==> config.mk <==
export PLATFORM = sky130hd
export DESIGN_NAME = mem_arbiter
export DESIGN_NICKNAME = d
export VERILOG_FILES = /design/src/rtl/mem_arbiter_pkg.sv /design/src/rtl/mem_arbiter_rr_select.sv /design/src/rtl/mem_arbiter.sv
export SDC_FILE = /design/constraint.sdc
export NUM_CORES = 1
export LEC_CHECK = 0
export CAP_MARGIN = 20
export CORE_MARGIN = 4
export CORE_UTILIZATION = 40
export CTS_BUF_LIST = sky130_fd_sc_hd__clkbuf_8
export CTS_CLUSTER_SIZE = 16
export DETAILED_ROUTE_END_ITERATION = 10
export PLACE_DENSITY = 0.95
export SETUP_SLACK_MARGIN = 0.02
export SLEW_MARGIN = 20
export SYNTH_ARGS = -nofsm -noshare
export SYNTH_HDL_FRONTEND = slang
export SYNTH_HIERARCHICAL = 1
export SYNTH_SLANG_ARGS = --single-unit
==> constraint.sdc <==
create_clock -name clk -period 2.88 [get_ports clk]
set_input_delay 0.576 -clock clk [delete_from_list [all_inputs] [get_ports clk]]
set_output_delay 0.576 -clock clk [all_outputs]
set_load 0.02 [all_outputs]
==> src/rtl/mem_arbiter_pkg.sv <==
// mem_arbiter_pkg: shared FSM state type, core limit and one-hot helper for mem_arbiter
package mem_arbiter_pkg;
  localparam int MAX_CORES = 8;
  typedef enum logic [1:0] {IDLE, ISSUE, RDWAIT} state_t;
  function automatic logic [MAX_CORES-1:0] onehot(input int idx, input int cores);
    return (idx < cores) ? MAX_CORES'(1) << idx : '0;
  endfunction
endpackage

==> src/rtl/mem_arbiter_rr_select.sv <==
// rr_select: winner index from req, round-robin from ptr (MEM_ARBITER_FIXED_PRIO_EN: lowest index wins)
module rr_select #(
  parameter int CORES = 4,
  parameter int PW = $clog2(CORES)
) (
  input  logic [CORES-1:0] req,
`ifndef MEM_ARBITER_FIXED_PRIO_EN
  input  logic [PW-1:0]    ptr,
`endif
  output logic [PW-1:0]    winner,
  output logic             anyReq
);
  assign anyReq = |req;
  always_comb begin
    winner = '0;
    for (int k = CORES - 1; k >= 0; k--)
`ifdef MEM_ARBITER_FIXED_PRIO_EN
      if (req[k]) winner = PW'(k);
`else
      if (req[(int'(ptr) + k) % CORES]) winner = PW'((int'(ptr) + k) % CORES);
`endif
  end
endmodule

==> src/rtl/mem_arbiter.sv <==
// mem_arbiter: serialises core requests onto one RAM port; MEM_ARBITER_FIXED_PRIO_EN selects fixed priority
module mem_arbiter
  import mem_arbiter_pkg::*;
#(
  parameter int CORES = 4,
  parameter int WIDTH = 12,
  parameter int DEPTH = 256,
  parameter int ADDR_WIDTH = $clog2(DEPTH)
) (
  input  logic                        clk,
  input  logic                        rst,
  input  logic [CORES-1:0]            req,
  input  logic [CORES-1:0]            reqWrEn,
  input  logic [CORES*ADDR_WIDTH-1:0] reqAddr,
  input  logic [CORES*WIDTH-1:0]      reqData,
  output logic [CORES-1:0]            grant,
  output logic [CORES-1:0]            rdValid,
  output logic [WIDTH-1:0]            rdData,
  output logic                        memWrEn,
  output logic [ADDR_WIDTH-1:0]       memAddr,
  output logic [WIDTH-1:0]            memDataIn,
  input  logic [WIDTH-1:0]            memDataOut
);
  localparam int PW = $clog2(CORES);
  state_t state, next;
  logic [PW-1:0] owner, winner;
  logic anyReq, load, memWrEnD;
  logic [CORES-1:0] grantD, rdValidD;
`ifdef MEM_ARBITER_FIXED_PRIO_EN
  rr_select #(.CORES(CORES), .PW(PW)) sel (.req(req), .winner(winner), .anyReq(anyReq));
`else
  logic [PW-1:0] ptr;
  rr_select #(.CORES(CORES), .PW(PW)) sel (.req(req), .ptr(ptr), .winner(winner), .anyReq(anyReq));
  always_ff @(posedge clk)
    if (rst) ptr <= '0;
    else if (load) ptr <= (winner == PW'(CORES - 1)) ? '0 : winner + 1'b1;
`endif
  always_ff @(posedge clk)
    state <= rst ? IDLE : next;
  always_comb
    next = (state == IDLE) ? (anyReq ? ISSUE : IDLE) :
           (state == ISSUE) ? (memWrEn ? IDLE : RDWAIT) : IDLE;
  always_comb begin
    load = (state == IDLE) && anyReq;
    grantD = load ? CORES'(onehot(int'(winner), CORES)) : '0;
    memWrEnD = load && reqWrEn[winner];
    rdValidD = (state == RDWAIT) ? CORES'(onehot(int'(owner), CORES)) : '0;
  end
  always_ff @(posedge clk)
    if (rst) begin
      grant <= '0;
      rdValid <= '0;
      rdData <= '0;
      memWrEn <= 1'b0;
      memAddr <= '0;
      memDataIn <= '0;
      owner <= '0;
    end else begin
      grant <= grantD;
      rdValid <= rdValidD;
      memWrEn <= memWrEnD;
      if (load) begin
        memAddr <= reqAddr[winner*ADDR_WIDTH +: ADDR_WIDTH];
        memDataIn <= reqData[winner*WIDTH +: WIDTH];
        owner <= winner;
      end
      if (state == RDWAIT) rdData <= memDataOut;
    end
endmodule

== After elaboration in Yosys (flattened, before gate mapping) ==
Cells that the tools add are included.
Operators by class
  multiplexer cells: 22
  shifts and indexed selects: 4
  order comparisons: 5
  multiply operators: 1
  reduce and logical (&&, ||, !) cells: 9
  add/subtract/negate cells: 4
  equal/unequal tests: 3
  bitwise gates (word level): 5
Operator list (count)
  variable part select 48 x 7 -> 12 bit: 1
  variable part select 32 x 6 -> 8 bit: 1
  two-way mux 2 bit: 8
  less-than comparator 3 x 4 -> 1 bit, second input constant: 3
  binary-select mux 1 bit (select 2 bit): 5
  OR reduction 2 bit: 5
  two-way mux 1 bit: 9
  left shift 1 x 2 -> 4 bit, first input constant: 2
  less-than comparator 2 x 3 -> 1 bit, second input constant: 2
  adder 2 x 1 -> 2 bit, second input constant: 2
  adder 2 bit, second input constant: 2
  equality test 2 bit, second input constant: 2
  multiplier 2 x 2 -> 4 bit, second input constant: 1
  OR reduction 4 bit: 1
  bitwise AND 1 bit, first input constant: 3
  equality test 2 x 1 -> 1 bit, second input constant: 1
  logical AND 1 bit: 2
  zero test 2 bit: 1
  NOT 1 bit: 2
Word-level totals
  input port bits: 102
  register bits: 47
  word-level logic and storage cells: 62

== Depth between registers and ports, before layout ==
Gate-level depths: netlist of run 1.
  depth in word-level cells: 13
  gate-level depth with buffers: 8
  depth with buffers taken out: 7

== Hierarchy ==
The synthesis of run 1 kept the hierarchy.
Modules (own cells, without submodules)
  mem_arbiter: instances 1, area each 2070.7 um^2, sequential area each 940.9 um^2, cells each 164
  rr_select: instances 1, area each 77.6 um^2, sequential area each 0.0 um^2, cells each 13

== Worst setup path after synthesis of run 1 ==
No wires, ideal clock.
  path type: in2reg
  from: input req[1]
  to: register memDataIn[2]
  buffers on the path: 2
  stages: 7
  slack: 0.860 ns
  arrival time: 1.903 ns
  setup time: 0.117 ns
  path through: nor3b_1 a211oi_1 nor2_1 buf_2 clkbuf_1 mux4_2 a22o_1
Between the ends
  longest elaborated chain between the ends: 9
Ends and longest elaborated chain
  from (decl): line mem_arbiter.sv:12  | input logic [CORES-1:0] req,
  binary-select mux 1 bit (select 2 bit): line mem_arbiter_rr_select.sv:20  | if (req[(int'(ptr) + k) % CORES]) winner = PW'((int'(ptr) + k) % CORES);
  two-way mux 1 bit (not written as such) (2 in series): line mem_arbiter_rr_select.sv:20
  two-way mux 2 bit (3 in series): line mem_arbiter_rr_select.sv:20
  two-way mux 2 bit (*): line mem_arbiter_rr_select.sv:20
  net winner[1]: line mem_arbiter.sv:26  | logic [PW-1:0] owner, winner;
  multiplier 2 x 2 -> 4 bit (*): line mem_arbiter.sv:64  | memDataIn <= reqData[winner*WIDTH +: WIDTH];
  variable part select 48 x 7 -> 12 bit (*): line mem_arbiter.sv:64
  to (signal assigned): line mem_arbiter.sv:64
  to (decl): line mem_arbiter.sv:21  | output logic [WIDTH-1:0] memDataIn,
The timed path passes the listed nets; every way through them passes the cells marked *. The select of a mux whose other input is x is not followed.
A chain may end at the register's enable or synchronous reset.

== Worst setup path after layout of run 1 ==
  from: input req[3]
  to: register memDataIn[7]
The elaborated chain is that of the path after synthesis.

==> metrics.cfg, run 1 <==
[outcome]
outcome=finished, final reports clean

[placement]
placed_cells_incl_taps=381
gp_congestion=0.7219
place_area_mm2=0.003641
dp_slack_ns=0.1373
dp_hpwl_mm=5.357
port_buffers=142

[logic_synthesis]
yosys-mux-area-fraction_pct=25.57
async_flop_share_pct=0
synthCells=177
synth_top_family_by_area=multiplexers
synth_most_common_cell=dfxtp_1
synth_compound_area_share_pct=12.11
ys.flop_type=dfxtp_1
synth.distinct_cells=27
synth_xor_area_share_pct=0
synth.avg_cell_area_um2=12.14
ys_warn_count=6
yosysSeqAreaShare_pct=43.80
synth_seq_cells=47
yosysTopAreaCell=dfxtp_1
synth_area_leaders=dfxtp_1 (44%), mux4_2 (15%), mux4_1 (8.6%)
synth-simple-area-share_pct=13.45
syn_nets=280
yosys.area_share.adder_pct=0.5824
syn_area_mm2=0.002148
yosys.area.top_type_share_pct=43.80
ys_top_cells_by_count=dfxtp_1 (47), nand2_1 (27), a22o_1 (20)
synth_edf_count=0

[cts]
clk_pin_slew_ns=0.09
clockBufferDepth=2
numCtsBuffers=5
cts_root_buf=clkbuf_8
htree_num_levels=2
clkSinkCount=47
cts_setup_buffers=0
clkLatencyLatePin_ns=0.30
ctsHoldBuffers=0
cts_tree=yes
cts_resized=0

[critical_path]
endpoint_kind=flop
reg2reg_to=memDataIn[7]$_SDFFE_PP0N_
arrival_ns=2.60
cp_cell_sequence=clkdlybuf4s50_1 > mux2i_1 > a211oi_4 > buf_12 > mux4_1 > a22o_1
path_class=input pin to flop
ff2ff_path_depth=5
cpPeakStageDelay_ns=0.58
cp_top_family=buffers and inverters
r2r_slack_ns=0.80
path_max_fanout=16
startpoint_type=input pin
worst-path-buf-inv=2
timing.rr.start=ptr[1]$_SDFFE_PP0N_
required_ns=3.07
crit_slowest_cell=mux4_1

[job]
cap_violations=0

[grt]
grt_pass1_vias=2074
gr-total-overflow=0
grt_pass1_wl_mm=10.04
grt_max_degree=28
grt.total_usage_pct=20.44
antenna_found_initial=0

[final_layout]
multi_input_area_mm2=0.001121
register_area_um2=940.9
num-nets-final=421
layout-drive-gt1-share_pct=10.03
num_antenna_cells=0
utilization_pct=72.57
stdcell_count=389
fin_area_mm2=0.003754
area_growth_syn_to_layout_pct=74.72
fillers=368

[timing]
fmax_ghz=0.4159
fin_crit_sh_pct=83.49
rsz0062_at_grt=false
timing.final.ws_setup_ns=0.4756
finalHoldViolCount=0
max-slew-margin-rel_pct=38.45
final.setup.tns_ns=0
whs_ns=0.4463
tightest_slew_ns=0.9213
maxSlewViolCount=0
final-setup-viol-count=0
period_needed_ns=2.404
fin_skew_ns=0.004445

[power_and_ir_drop]
leakage_nw=1.406
vdd_drop_max_mv=0.2535
power_mw=1.994
power_density_mw_per_mm2=531.1

[route]
wl_per_cell_um=17.56
wirelength_mm=6.831
drc=0
antenna_left=0
vias=2011
drtPass1Iterations=4
drt_iter0_drc=82
vias_per_cell=5.170

[floorplanning]
start_util_pct=41.53
dieWidth_um=81.29
fp.dieArea_mm2=0.006607
fp.dieH_um=81.29
core-area_mm2=0.005172
ioPinCount=143
fp-row-count=26

[hold_path]
min_to=state[1]$_SDFF_PP0_
hp-class=flop to flop
holdPathStages=1
holdCritStartpoint=memWrEn$_SDFF_PP0_

## flip-flops by register name, summed over array words and instances, names as in the netlist
name       cells
memDataIn     12
memAddr        8
memWrEn        1
owner          2
ptr            2
rdData        12
rdValid        4
grant          4
state          2
## cell families (layout without fill, tap and decap cells)
logic type / after synthesis / in the layout
adders and majority gates: 1 / 1
muxes: 26 / 26
buffers and inverters: 14 / 156
DFF: 47 / 47
AOI/OAI and AO/OA: 35 / 35
and+or+nand+nor: 54 / 54
## cell usage in the layout (no fill, tap or decap), types with 2 or more instances in the layout
master / Yosys / routed
buf_4: 1 / 4
dfxtp_1: 47 / 47
a21oi_1: 13 / 13
nor3b_1: 2 / 2
buf_12: 1 / 2
nor2_1: 11 / 10
mux4_2: 14 / 14
nand2_1: 27 / 27
mux2i_1: 5 / 5
clkbuf_8: 0 / 5
nand2b_1: 3 / 3
a22o_1: 20 / 20
nor4b_1: 3 / 3
clkdlybuf4s50_1: 0 / 142
mux4_1: 7 / 7
## how the worst max path moves through the flow
stage / from / endpoint / slack, ns / depth (start not counted)
2_1_floorplan: req[1] / memDataIn[2]$_SDFFE_PP0N_ / 0.86 / 7
6_report: req[3] / memDataIn[7]$_SDFFE_PP0N_ / 0.48 / 6
3_3_place_gp: req[3] / memDataIn[6]$_SDFFE_PP0N_ / 0.23 / 6
5_1_grt: req[3] / memAddr[3]$_SDFFE_PP0N_ / 0.34 / 7
3_5_place_dp: req[3] / memAddr[3]$_SDFFE_PP0N_ / 0.14 / 7
4_1_cts: req[3] / memAddr[3]$_SDFFE_PP0N_ / 0.47 / 7
## per-layer routing
| metal | global-route usage [%] | wire, um | vias to the layer above |
|---|---|---|---|
| li1 | - | - | 951 |
| met1 | 21.49 | 2345 | 958 |
| met2 | 38.60 | 3838 | 85 |
| met3 | 4.767 | 458 | 17 |
| met4 | 8.277 | 188 | 0 |
| met5 | 0 | 0 | - |
## area by class of cell
cell class                 count  share of cell area [%]
timing repair buffer         148                   39.73
multi-input combinational    116                   29.87
sequential                    47                   25.07
tap                           70                   2.333
clock buffer                   5                   1.833
clock inverter                 3                   1.167
## report_power, final
part	switching, mW	internal, mW
clock	0.222	0.259
sequential	0.0526	0.726
combinational	0.295	0.438
total	0.571	1.42
Power figures use the tool's default switching activity.
==> inputs of run 2 (changes only) <==
--- a/config.mk
+++ b/config.mk
@@ -7,11 +7,11 @@
 export LEC_CHECK = 0
 export CAP_MARGIN = 20
 export CORE_MARGIN = 4
-export CORE_UTILIZATION = 40
+export CORE_UTILIZATION = 37
 export CTS_BUF_LIST = sky130_fd_sc_hd__clkbuf_8
 export CTS_CLUSTER_SIZE = 16
 export DETAILED_ROUTE_END_ITERATION = 10
-export PLACE_DENSITY = 0.95
+export PLACE_DENSITY = 0.9
 export SETUP_SLACK_MARGIN = 0.02
 export SLEW_MARGIN = 20
 export SYNTH_ARGS = -nofsm -noshare
==> constraint.sdc (replaced) <==
create_clock -name clk -period 2.5 [get_ports clk]
set_input_delay 0.5 -clock clk [delete_from_list [all_inputs] [get_ports clk]]
set_output_delay 0.5 -clock clk [all_outputs]
set_load 0.02 [all_outputs]
==> run 2 against run 1 <==
Worst hold slack better by 0.013 ns. Register-to-register slack worse by 0.31 ns. Worst setup slack worse by 0.23 ns. Non-clock buffer count up 7. Clock skew up 0.0039 ns. Clock power down 11%. Critical path depth up 1. Combinational power up 20%. Sequential share of layout area down 0.34 points. Via count down 0.50%. Clock-buffer cell count unchanged. Die area up 7.3%. Largest power group unchanged.
==> metrics.cfg, run 2 (same netlist as run 1, synthesis figures left out) <==
[floorplanning]
ioPinCount=143  ; unchanged
fp-row-count=27  ; +3.8%
fp.dieH_um=84.20  ; +3.6%
fp.dieArea_mm2=0.007090  ; +7.3%
start_util_pct=38.54  ; -3.0 points
core-area_mm2=0.005574  ; +7.8%
dieWidth_um=84.20  ; +3.6%

[outcome]
outcome=finished, final reports clean

[cts]
clkSinkCount=47  ; unchanged
cts_resized=0  ; unchanged
clkLatencyLatePin_ns=0.29  ; about the same
cts_setup_buffers=0  ; unchanged
htree_num_levels=2  ; unchanged
numCtsBuffers=5  ; unchanged
cts_root_buf=clkbuf_8
ctsHoldBuffers=0  ; unchanged
cts_tree=yes
clockBufferDepth=2  ; unchanged
clk_pin_slew_ns=0.08  ; about the same

[hold_path]
hp-class=flop to flop

[critical_path]
path_class=input pin to flop
timing.rr.start=ptr[1]$_SDFFE_PP0N_
crit_path_start=req[3]
reg2reg_to=memDataIn[0]$_SDFFE_PP0N_
arrival_ns=2.44  ; -0.16 ns
path_max_fanout=15  ; -1
r2r_slack_ns=0.49  ; -0.31 ns
endpoint_kind=flop
startpoint_type=input pin
endpoint=memDataIn[0]$_SDFFE_PP0N_
required_ns=2.68  ; -0.39 ns
ff2ff_path_depth=6  ; +1

[grt]
grt_max_degree=28  ; unchanged
gr-total-overflow=0  ; unchanged
antenna_found_initial=0  ; unchanged
grt_pass1_wl_mm=9.528  ; -5.1%
grt.total_usage_pct=16.82  ; -3.6 points
use_met1_pct=18.39  ; -3.1 points
grt_pass1_vias=2011  ; -3.0%
grtUsageMet2_pct=31.64  ; -7.0 points
grt_busiest_layer=met2
grt_use_met3_pct=4.024  ; -0.74 points

[route]
drc=0  ; unchanged
vias=2001  ; -0.50%
wl_per_cell_um=15.59  ; -11%
drt_iter0_drc=69  ; -16%
antenna_left=0  ; unchanged
wirelength_mm=6.205  ; -9.2%
drtPass1Iterations=4  ; unchanged
vias_per_cell=5.028  ; -2.7%

[placement]
port_buffers=142  ; unchanged
dp_hpwl_mm=4.992  ; -6.8%
gp_congestion=0.7885  ; +9.2%

[final_layout]
final_cell_mix=clkdlybuf4s50_1 (142), dfxtp_1 (47), nand2_1 (27)
area_growth_syn_to_layout_pct=77.11
final_common_cell=clkdlybuf4s50_1
num-nets-final=428  ; +1.7%
num_antenna_cells=0  ; unchanged
utilization_pct=68.26  ; -4.3 points
reg_top3=memDataIn x12, rdData x12, memAddr x8
layout-drive-gt1-share_pct=11.96  ; +1.9 points

[timing]
maxSlewViolCount=0  ; unchanged
period_needed_ns=2.254
final.setup.tns_ns=0  ; unchanged
final-setup-viol-count=0  ; unchanged
fin_skew_ns=0.008350  ; +0.003905 ns
fin_crit_sh_pct=90.17
rsz0062_at_grt=false
fmax_ghz=0.4436
max-slew-margin-rel_pct=62.53  ; +24 points
tightest_slew_ns=0.5621  ; -0.3593 ns
finalHoldViolCount=0  ; unchanged

[power_and_ir_drop]
power_density_mw_per_mm2=578.9  ; +9.0%
leakage_nw=1.438  ; +2.3%
vdd_drop_max_mv=0.3097  ; +22%

[job]
cap_violations=0  ; unchanged

==> run 2: where the power goes <==
| group | internal, mW | leakage [nW] | switching, mW | total, mW |
|---|---|---|---|---|
| combinational | 0.543 | 1.01 | 0.335 | 0.878 |
| clock | 0.192 | 0.0477 | 0.234 | 0.426 |
| sequential | 0.837 | 0.385 | 0.0620 | 0.899 |
==> run 2: how the worst min path moves through the flow <==
| stage | start | endpoint | slack (ns) | cells after the start |
|---|---|---|---|---|
| 6_report | rdData[1]$_SDFFE_PP0N_ | rdData[1]$_SDFFE_PP0N_ | 0.46 | 2 |
| 5_1_grt | rdData[1]$_SDFFE_PP0N_ | rdData[1]$_SDFFE_PP0N_ | 0.48 | 2 |
| 4_1_cts | rdData[1]$_SDFFE_PP0N_ | rdData[1]$_SDFFE_PP0N_ | 0.46 | 2 |
| 3_5_place_dp | rdData[1]$_SDFFE_PP0N_ | rdData[1]$_SDFFE_PP0N_ | 0.45 | 2 |
| 3_3_place_gp | rdData[7]$_SDFFE_PP0N_ | rdData[7]$_SDFFE_PP0N_ | 0.44 | 2 |
| 2_1_floorplan | owner[1]$_SDFFE_PP0N_ | rdValid[1]$_SDFF_PP0_ | 0.45 | 1 |
==> run 2: routing by layer <==
layer  routed length (um)  up-vias
li1                     -      965
met1                 2383      944
met2                 3295       86
met3                  453        6
met4                   71        0
met5                    0        -
==> run 2: final cells by class <==
cell class / instances / area (um^2)
fillers: 421 / 1769
clock inverters: 3 / 15.01
multi-input cells: 116 / 1121
flip-flops and latches: 47 / 940.9
clock buffers: 5 / 68.82
well taps: 72 / 90.09
repair buffers: 155 / 1569
==> run 2: stage by stage <==
| stage | hold slack [ns] | worst slack (ns) | cells | total power, mW | cell area, um^2 |
|---|---|---|---|---|---|
| 3_3_place_gp | 0.4421 | -0.03757 | 390 | 1.779 | 3721 |
| 2_1_floorplan | 0.4512 | 0.5557 | 177 | 1.375 | 2148 |
| 3_5_place_dp | 0.4504 | -0.06693 | 390 | 1.804 | 3721 |
| 6_report | 0.4594 | 0.2456 | 398 | 2.203 | 3805 |
| 4_1_cts | 0.4619 | 0.2397 | 398 | 2.228 | 3805 |
| 5_1_grt | 0.4821 | 0.1653 | 398 | 2.320 | 3805 |
==> run 2: critical path: stages <==
cell and delay [ns]:
clkdlybuf4s50_1 0.51, mux2i_1 0.12, a211oi_4 0.29, buf_12 0.20
buf_12 0.12, mux4_2 0.49, a22o_1 0.19
